## config.mk

```make
export PLATFORM = sky130hd
export DESIGN_NAME = piso_serializer_flat
export DESIGN_NICKNAME = d
export VERILOG_FILES = /design/src/rtl/piso_serializer_if.sv /design/src/rtl/piso_serializer.sv /design/src/flat_wrapper.sv
export SDC_FILE = /design/constraint.sdc
export NUM_CORES = 1
export LEC_CHECK = 0
export BUFFER_PORTS_ARGS = -buffer_cell sky130_fd_sc_hd__buf_2
export CORE_AREA = 2 2 39 41
export CTS_BUF_LIST = sky130_fd_sc_hd__clkbuf_2 sky130_fd_sc_hd__clkbuf_4 sky130_fd_sc_hd__clkbuf_8
export CTS_CLUSTER_DIAMETER = 150
export DETAILED_ROUTE_END_ITERATION = 7
export DIE_AREA = 0 0 41 43
export PLACE_DENSITY = 0.62
export SLEW_MARGIN = 0
export SYNTH_ARGS = -nofsm -noshare
export SYNTH_HDL_FRONTEND = slang
export SYNTH_SLANG_ARGS = --single-unit
```

## constraint.sdc

```tcl
create_clock -name clk -period 1.8 [get_ports clk]
set_input_delay 0.09 -clock clk [delete_from_list [all_inputs] [get_ports clk]]
set_output_delay 0.09 -clock clk [all_outputs]
set_load 0.03 [all_outputs]
```

## src/rtl/piso_serializer_if.sv

```systemverilog
// rtl/piso_serializer_if.sv - handshake and serial-output bundle for piso_serializer
//
// Purpose: groups the parallel load handshake and the framed serial output.
// Signals:
//   data_in    W-bit parallel word from the producer
//   load_valid producer has a word on data_in
//   load_ready serializer can accept a word this cycle
//   so         serial data out
//   so_valid   so carries a word bit this cycle
//   busy       word in flight
//   done       one-cycle pulse on the final serial bit of a frame
// Modports: master = producer / monitor side, slave = serializer side.
interface piso_serializer_if #(
  parameter int W = 4
);
  logic [W-1:0] data_in;
  logic         load_valid;
  logic         load_ready;
  logic         so;
  logic         so_valid;
  logic         busy;
  logic         done;

  modport master (
    output data_in, load_valid,
    input  load_ready, so, so_valid, busy, done
  );

  modport slave (
    input  data_in, load_valid,
    output load_ready, so, so_valid, busy, done
  );
endinterface

```

## src/rtl/piso_serializer.sv

```systemverilog
// rtl/piso_serializer.sv - parallel-in serial-out serializer with valid/ready load
//
// Purpose: accepts a W-bit word over a valid/ready handshake and shifts it out
// one bit per clock on so, MSB or LSB first. All outputs are registered.
// Optional feature macro: PISO_PARITY_EN appends one even-parity bit per frame.
// Ports:
//   clk  rising-edge clock
//   rst  synchronous active-high reset
//   bus  piso_serializer_if.slave (data_in, load_valid in; load_ready, so,
//        so_valid, busy, done out)
// Parameters: W (2..32), MSB_FIRST (1: bit W-1 first), IDLE_BIT (so level when idle).
module piso_serializer #(
  parameter int W         = 4,
  parameter int MSB_FIRST = 1,
  parameter bit IDLE_BIT  = 1'b0
) (
  input  logic                  clk,
  input  logic                  rst,
  piso_serializer_if.slave      bus
);

  localparam int              CW   = $clog2(W + 1);
  localparam logic [CW-1:0]   LAST = CW'(W - 1);

  typedef enum logic [1:0] {
    IDLE,
    SHIFT
`ifdef PISO_PARITY_EN
    , PAR
`endif
  } state_t;

  state_t         state, state_n;
  logic [W-1:0]   shreg, shreg_n;
  logic [CW-1:0]  cnt, cnt_n;
  logic           so_q, so_n;
  logic           so_valid_q, so_valid_n;
  logic           busy_q, busy_n;
  logic           done_q, done_n;
  logic           ready_q, ready_n;
`ifdef PISO_PARITY_EN
  logic           par_q, par_n;
`endif

  always_ff @(posedge clk) begin
    if (rst) begin
      state      <= IDLE;
      shreg      <= '0;
      cnt        <= '0;
      so_q       <= IDLE_BIT;
      so_valid_q <= 1'b0;
      busy_q     <= 1'b0;
      done_q     <= 1'b0;
      ready_q    <= 1'b1;
`ifdef PISO_PARITY_EN
      par_q      <= 1'b0;
`endif
    end else begin
      state      <= state_n;
      shreg      <= shreg_n;
      cnt        <= cnt_n;
      so_q       <= so_n;
      so_valid_q <= so_valid_n;
      busy_q     <= busy_n;
      done_q     <= done_n;
      ready_q    <= ready_n;
`ifdef PISO_PARITY_EN
      par_q      <= par_n;
`endif
    end
  end

  // Next-state logic computes the value each output register will hold in the
  // following cycle, so so/so_valid/done line up with the bit being sent.
  always_comb begin
    state_n    = state;
    shreg_n    = shreg;
    cnt_n      = cnt;
    so_n       = IDLE_BIT;
    so_valid_n = 1'b0;
    done_n     = 1'b0;
`ifdef PISO_PARITY_EN
    par_n      = par_q;
`endif
    case (state)
      IDLE: begin
        if (bus.load_valid && ready_q) begin
          state_n    = SHIFT;
          shreg_n    = bus.data_in;
          cnt_n      = '0;
          so_n       = (MSB_FIRST != 0) ? bus.data_in[W-1] : bus.data_in[0];
          so_valid_n = 1'b1;
`ifdef PISO_PARITY_EN
          par_n      = ^bus.data_in;
`endif
        end
      end
      SHIFT: begin
        if (cnt == LAST) begin
`ifdef PISO_PARITY_EN
          state_n    = PAR;
          so_n       = par_q;
          so_valid_n = 1'b1;
          done_n     = 1'b1;
`else
          state_n    = IDLE;
`endif
        end else begin
          // so already shows the current bit; present the next one.
          cnt_n      = cnt + CW'(1);
          so_valid_n = 1'b1;
          if (MSB_FIRST != 0) begin
            shreg_n = shreg << 1;
            so_n    = shreg[W-2];
          end else begin
            shreg_n = shreg >> 1;
            so_n    = shreg[1];
          end
`ifndef PISO_PARITY_EN
          done_n     = (cnt == CW'(W - 2));
`endif
        end
      end
`ifdef PISO_PARITY_EN
      PAR: begin
        state_n = IDLE;
      end
`endif
      default: begin
        state_n = IDLE;
      end
    endcase
    busy_n  = (state_n != IDLE);
    ready_n = (state_n == IDLE);
  end

  assign bus.so         = so_q;
  assign bus.so_valid   = so_valid_q;
  assign bus.busy       = busy_q;
  assign bus.done       = done_q;
  assign bus.load_ready = ready_q;

endmodule

```

## src/flat_wrapper.sv

```systemverilog
// flat-port wrapper written by rule: the top's interface ports become plain ports
module piso_serializer_flat 
#(
  parameter int W         = 4,
  parameter int MSB_FIRST = 1,
  parameter bit IDLE_BIT  = 1'b0
)
  (clk, rst, bus_data_in, bus_load_valid, bus_load_ready, bus_so, bus_so_valid, bus_busy, bus_done);
  piso_serializer_if #(.W(W)) bus_i ();
  input  logic clk;
  input  logic rst;
  input wire logic [$bits(bus_i.data_in)-1:0] bus_data_in;
  input wire logic [$bits(bus_i.load_valid)-1:0] bus_load_valid;
  output wire logic [$bits(bus_i.load_ready)-1:0] bus_load_ready;
  output wire logic [$bits(bus_i.so)-1:0] bus_so;
  output wire logic [$bits(bus_i.so_valid)-1:0] bus_so_valid;
  output wire logic [$bits(bus_i.busy)-1:0] bus_busy;
  output wire logic [$bits(bus_i.done)-1:0] bus_done;
  assign bus_i.data_in = bus_data_in;
  assign bus_i.load_valid = bus_load_valid;
  assign bus_load_ready = bus_i.load_ready;
  assign bus_so = bus_i.so;
  assign bus_so_valid = bus_i.so_valid;
  assign bus_busy = bus_i.busy;
  assign bus_done = bus_i.done;
  piso_serializer #(.W(W), .MSB_FIRST(MSB_FIRST), .IDLE_BIT(IDLE_BIT)) u_core (.clk(clk), .rst(rst), .bus(bus_i));
endmodule
```

==> impl_metrics.toml, run 1 <==
[cts]
ctsHtreeMaxLevel = 1
clockRootBuffer = "clkbuf_4"
ctsResizeCount = 0
cts_sinks = 13
numCtsBuffers = 3
postCtsHoldBufs = 0
clock_path_buffers = 2
path_clk_slew_ps = 80
clk_latency_ps = 280
cts_tree = "built"
postCtsSetupRepairBufs = 0

[final_layout]
drive_above_1_share_pct = 34.4
antenna_cells = 0
area_growth_pct = 19.7
nNetsFinal = 75
instances_no_fill = 80
fillerInstances = 142
stdcell_area_sq_um = 653

[setup_path]
crit_path_max_fanout = 5
crit_path_start_kind = "register"
endpoint_kind = "register"
crit_required_ps = 1970
crit_arrival_ps = 1740
critPathKind = "register to register"

[floorplan]
io_pins = 12
num_rows = 14
core_sq_um = 1380
die_y_um = 43
start_util_pct = 39.4
die_x_um = 41
fp.dieArea_sq_um = 1760

[run_status]
status = "finished clean"

[logic_synthesis]
ys_types = 22
yosys_warnings = 0
ys_top_cells_by_area = "dfxtp_1 48%, ha_1 6.9%, nor2b_1 5.7%"
ys_seq_area_share_pct = 47.7
yosys.area.top_type = "dfxtp_1"
synth_top_cell_area_share_pct = 47.7
syn_nets = 59
synth_cells = 49
ys_ff_latch = 13
avgSynthCellArea_sq_um = 11.1
synth_area_sq_um = 546

[grt]
grt_pass1_vias = 367
antenna_found_initial = 0
grt_pass1_wl_mm = 1.44
grt_start_max_net_pins = 16
grt.total_usage_pct = 12.5
overflow = 0

[sta]
setup_tns_ps = 0
min_period_ps = 1580
finalCritPeriodShare_pct = 87.6
fin_skew_ps = 5.68
fmax_mhz = 634
hold_violations = 0
rsz0062_at_grt = "no"
setup_viol = 0
drv_slew = 0

[hold_path]
hold_path.class = "input pin to register"

[route]
ant_nets = 0
drt-vias-per-instance = 4.69
finalWirelength_um = 836
drtIter0Drc = 6
wire_per_inst_um = 10.5
drcViolationCount = 0
dr.pass1.iters = 2
vias = 375

[pwr]
total_power_uw = 560
p_per_area_nw_per_um2 = 857
vdd_drop_max_mv = 0.483
leakage_nw = 0.276

[place]
port_buffers = 11
dpl.hpwl_um = 628
dp.cells = 76
place_area_sq_um = 623
gp_congestion = 0.722

[job]
max_cap_violations = 0
[stage by stage]
stage                     hold WS [ps]  setup slack (ps)  utilization, %
final                              146               223            47.2
after global routing               160               159            47.2
after CTS                          141               215            47.2
after detailed placement           435               231            45.0
after global placement             428               262            45.0
after floorplan                    278               249               -
[report_power, final]
| part | switching, mW | internal [mW] |
|---|---|---|
| combinational | 0.0313 | 0.0278 |
| clock | 0.0927 | 0.101 |
| sequential | 0.00804 | 0.299 |
[metal layers]
layer  routed length [um]  track usage, %
met5                    0               0
met4                   29            12.0
met3                   31            3.14
met2                  367            16.6
met1                  407            15.4
[worst max-delay path, cell delays in order, from the launching register on]
cell	delay [ps]
dfxtp_1	340
ha_1	210
ha_1	170
nand2b_2	210
a21oi_4	210
mux2_1	340
[flip-flops by register name, indices dropped and copies added (netlist names)]
register,count
u_core.shreg,3
u_core.bus.busy,1
u_core.cnt,3
u_core.bus.done,1
u_core.bus.load_ready,1
u_core.bus.so_valid,1
u_core.state,2
u_core.bus.so,1
[logic make-up (layout without fill, tap and decap cells)]
family	after synthesis	count (layout)	synth area share (%)
compound gates	7	7	11.9
fa+ha+maj	3	3	6.88
buf+inv	7	22	5.04
flops	13	13	47.7
mux	3	3	5.96
other cells	1	1	0.687
simple gates	15	15	21.8
[path summary, 6_finish.rpt]
kind	startpoint	endpoint	slack, ps	cells past startpoint
setup / recovery	u_core.cnt[0]$_SDFFE_PP0P_	u_core.shreg[1]$_SDFFE_PP0P_	220	5
hold / removal	rst	u_core.state[0]$_SDFF_PP0_	150	2
setup reg to reg	u_core.cnt[0]$_SDFFE_PP0P_	u_core.shreg[1]$_SDFFE_PP0P_	220	5
hold reg to reg	u_core.cnt[2]$_SDFFE_PP0P_	u_core.bus.done$_SDFF_PP0_	440	1
[synth_stat cells, drive strengths merged]
cell	instances
a211oi	1
a21oi	1
buf	1
conb	1
dfxtp	13
ha	3
inv	6
mux2	2
mux2i	1
nand2b	3
nand3b	1
nor2	2
nor2b	5
nor3	1
nor3b	1
o22a	1
o22ai	1
o31ai	1
o32ai	2
or3	1
or4b	1
[final cells by class]
class                      instances  area, sq um  share of cell area (%)
tap                               16         20.0                    3.07
multi-input combinational         29          258                    39.5
inverter                           6         22.5                    3.45
sequential                        13          260                    39.8
clock buffer                       4         30.0                    4.60
timing repair buffer              12         62.6                    9.58
[placed cells by master, fill, tap and decap left out]
cell type,count
dfxtp_1,13
buf_2,11
inv_1,6
nor2b_1,5
clkbuf_4,4
ha_1,3
nand2b_1,2
nor2_1,2
mux2_1,2
o32ai_1,2
nand3b_4,1
nand2b_2,1
o22a_2,1
nor3_1,1
a21oi_4,1
mux2i_1,1
or3_4,1
nor3b_2,1
a211oi_1,1
or4b_1,1
o31ai_1,1
o22ai_1,1
buf_4,1
conb_1,1
(Power assumes the default switching activity.)
==> run 2, diff against run 1 <==
- ABC_AREA: not set -> 1
- PLACE_DENSITY: 0.62 -> 0.65
- SLEW_MARGIN: 0 -> 30
==> impl_metrics.toml, run 2 <==
[run_status]
status = "finished clean"

[grt]
antenna_found_initial = 0
overflow = 0
grt_pass1_wl_mm = 1.71
grt_pass1_vias = 426
grt.total_usage_pct = 14.8
grt_start_max_net_pins = 11

[setup_path]
crit_path_start_kind = "register"
cp_slowest_stage_delay_ps = 330
crit_required_ps = 1980
worstPathBufferInverterCount = 1
r2r_start = "u_core.cnt[0]$_SDFFE_PP0P_"
crit_family = "adder cells"
crit_path_max_fanout = 10
ff2ff_path_depth = 6
crit_arrival_ps = 1530
timing.rr.end = "u_core.cnt[0]$_SDFFE_PP0P_"
slowest_stage = "dfxtp_1"
endpoint_kind = "register"
critPathKind = "register to register"
r2r_slack_ps = 450
crit_top_cell = "ha_1"
path_cells = "ha_1 -> ha_1 -> inv_1 -> nand3_2 -> a21oi_1 -> nor2_1"

[floorplan]
die_y_um = 43
num_rows = 14
fp.dieArea_sq_um = 1760
core_sq_um = 1380
die_x_um = 41
start_util_pct = 41.7
io_pins = 12

[final_layout]
seq_area_sq_um = 260
antenna_cells = 0
reg_top3 = "u_core.cnt: 3 flops, u_core.shreg: 3 flops, u_core.state: 2 flops"
drive_above_1_share_pct = 26.9
multi_input_area_sq_um = 275
fillerInstances = 155
nNetsFinal = 104
area_growth_pct = 17.8
mostFrequentLayoutCells = "16 x nand2_1, 15 x nor2_1, 13 x dfxtp_1"
final_common_cell = "nand2_1"

[route]
wire_per_inst_um = 9.41
wl_met2_um = 479
finalWirelength_mm = 1.03
ant_nets = 0
drt-vias-per-instance = 4.64
dr.pass1.iters = 6
vias = 506
dr.max_layer_used = "met4"
drcViolationCount = 0
wl_met1_um = 496
route.met3.wl_um = 37
drtIter0Drc = 11

[pwr]
p_per_area_nw_per_um2 = 870
vdd_drop_max_mv = 0.569
pwr-share-clk_pct = 31.3
intPower_uw = 421
comb_power_share_pct = 15.2
pwr-share-seq_pct = 53.5
switching_share_pct = 28.7
power.switching_uw = 170
leakage_nw = 0.344
total_power_uw = 591

[hold_path]
hold_path.class = "input pin to register"
holdPathStages = 3
hp-start = "bus_data_in[3]"
whs_endpoint = "u_core.bus.so$_SDFF_PP0_"

[logic_synthesis]
ys_types = 13
synth_top_cell_area_share_pct = 45.1
synth_area_sq_um = 577
synth.most_common_cell = "nand2_1"
synth_cells = 78
syn_nets = 88
avgSynthCellArea_sq_um = 7.39
ys_seq_area_share_pct = 45.1
synth-edff-count = 0
yosys-top-cells-count = "16 x nand2_1, 15 x nor2_1, 13 x dfxtp_1"
ys_top_cells_by_area = "dfxtp_1 45%, nand2_1 10%, nor2_1 9.8%"
yosys_warnings = 0
synthArstFlopShare_pct = 0
yosys.area.top_type = "dfxtp_1"
ys_ff_latch = 13
ys.flop_type = "dfxtp_1"

[place]
port_buffers = 11
dpl.hpwl_um = 772
pre_cts_ws_ps = 455
gp_congestion = 0.787

[sta]
hold_violations = 0
finalCritPeriodShare_pct = 75.2
fmax_mhz = 739
drv_slew = 0
setup_viol = 0
fin_skew_ps = 6.20
min_period_ps = 1350
finalWorstSetupSlack_ps = 447
setup_tns_ps = 0
rsz0062_at_grt = "no"

[cts]
cts_tree = "built"
ctsResizeCount = 0
postCtsHoldBufs = 0
clock_path_buffers = 2
ctsHtreeMaxLevel = 1
postCtsSetupRepairBufs = 0
clk_latency_ps = 280
clockRootBuffer = "clkbuf_4"
numCtsBuffers = 3
cts_sinks = 13
path_clk_slew_ps = 90

[job]
max_cap_violations = 0
-- run 2: cell count changes after synthesis, sizes merged, moves of 2 or more --
cell and change:
nand2b -3, o32ai -2, nand3 +8, inv +5, mux2 -2, nor2 +17
a21oi +4, nand2 +18, nor2b -5
-- run 2: logic make-up (layout without fill, tap and decap cells) --
group	after synthesis	after routing	share of synthesized area, %
flops	13	13	45.1
fa+ha+maj	3	3	6.51
buf+inv	11	26	7.16
compound gates	5	5	4.34
other cells	1	1	0.650
simple gates	45	45	36.2
-- run 2: per-layer routing --
layer	track usage, %	up-vias
li1	-	269
met1	20.7	226
met2	18.8	9
met3	3.14	2
met4	12.0	0
met5	0	-
-- run 2: worst max path at each step --
stage                                           from                         end  cells after the start
final                     u_core.cnt[0]$_SDFFE_PP0P_  u_core.cnt[0]$_SDFFE_PP0P_                      6
after global placement    u_core.cnt[0]$_SDFFE_PP0P_  u_core.cnt[1]$_SDFFE_PP0P_                      6
after global routing      u_core.cnt[0]$_SDFFE_PP0P_  u_core.cnt[1]$_SDFFE_PP0P_                      6
after CTS                 u_core.cnt[0]$_SDFFE_PP0P_  u_core.cnt[0]$_SDFFE_PP0P_                      6
after floorplan           u_core.cnt[0]$_SDFFE_PP0P_  u_core.cnt[0]$_SDFFE_PP0P_                      6
after detailed placement  u_core.cnt[0]$_SDFFE_PP0P_  u_core.cnt[1]$_SDFFE_PP0P_                      6
-- run 2: power groups by stage --
stage          sequential [mW]  combinational [mW]  clock, mW
2_1_floorplan            0.331              0.0575          0
3_3_place_gp             0.322              0.0885          0
3_5_place_dp             0.323              0.0900          0
4_1_cts                  0.316              0.0906      0.194
5_1_grt                  0.318               0.102      0.209
6_report                 0.316              0.0898      0.185
-- run 2: worst register-to-register path, stage by stage, from the launching register on --
cell,delay (ps)
dfxtp_1,330
ha_1,200
ha_1,220
inv_1,80
nand3_2,180
a21oi_1,200
nor2_1,60
-- run 2: per-stage QoR --
| stage | hold slack (ps) | std cells | utilization (%) | area (sq um) |
|---|---|---|---|---|
| finish | 47.8 | 109 | 49.1 | 679 |
| floorplan | 159 | 78 | - | 577 |
| detailed placement | 342 | 105 | 47.1 | 652 |
| global placement | 343 | 105 | 47.1 | 652 |
| global route | 50.0 | 109 | 49.1 | 679 |
| CTS | 38.9 | 109 | 49.1 | 679 |
-- run 2: area by class of cell --
type / count / share of cell area [%]
Clock buffer: 3 / 3.31
Clock inverter: 1 / 0.737
Inverter: 11 / 6.08
Multi-Input combinational cell: 54 / 40.5
Sequential cell: 13 / 38.3
Tap cell: 16 / 2.95
Timing Repair Buffer: 11 / 8.10
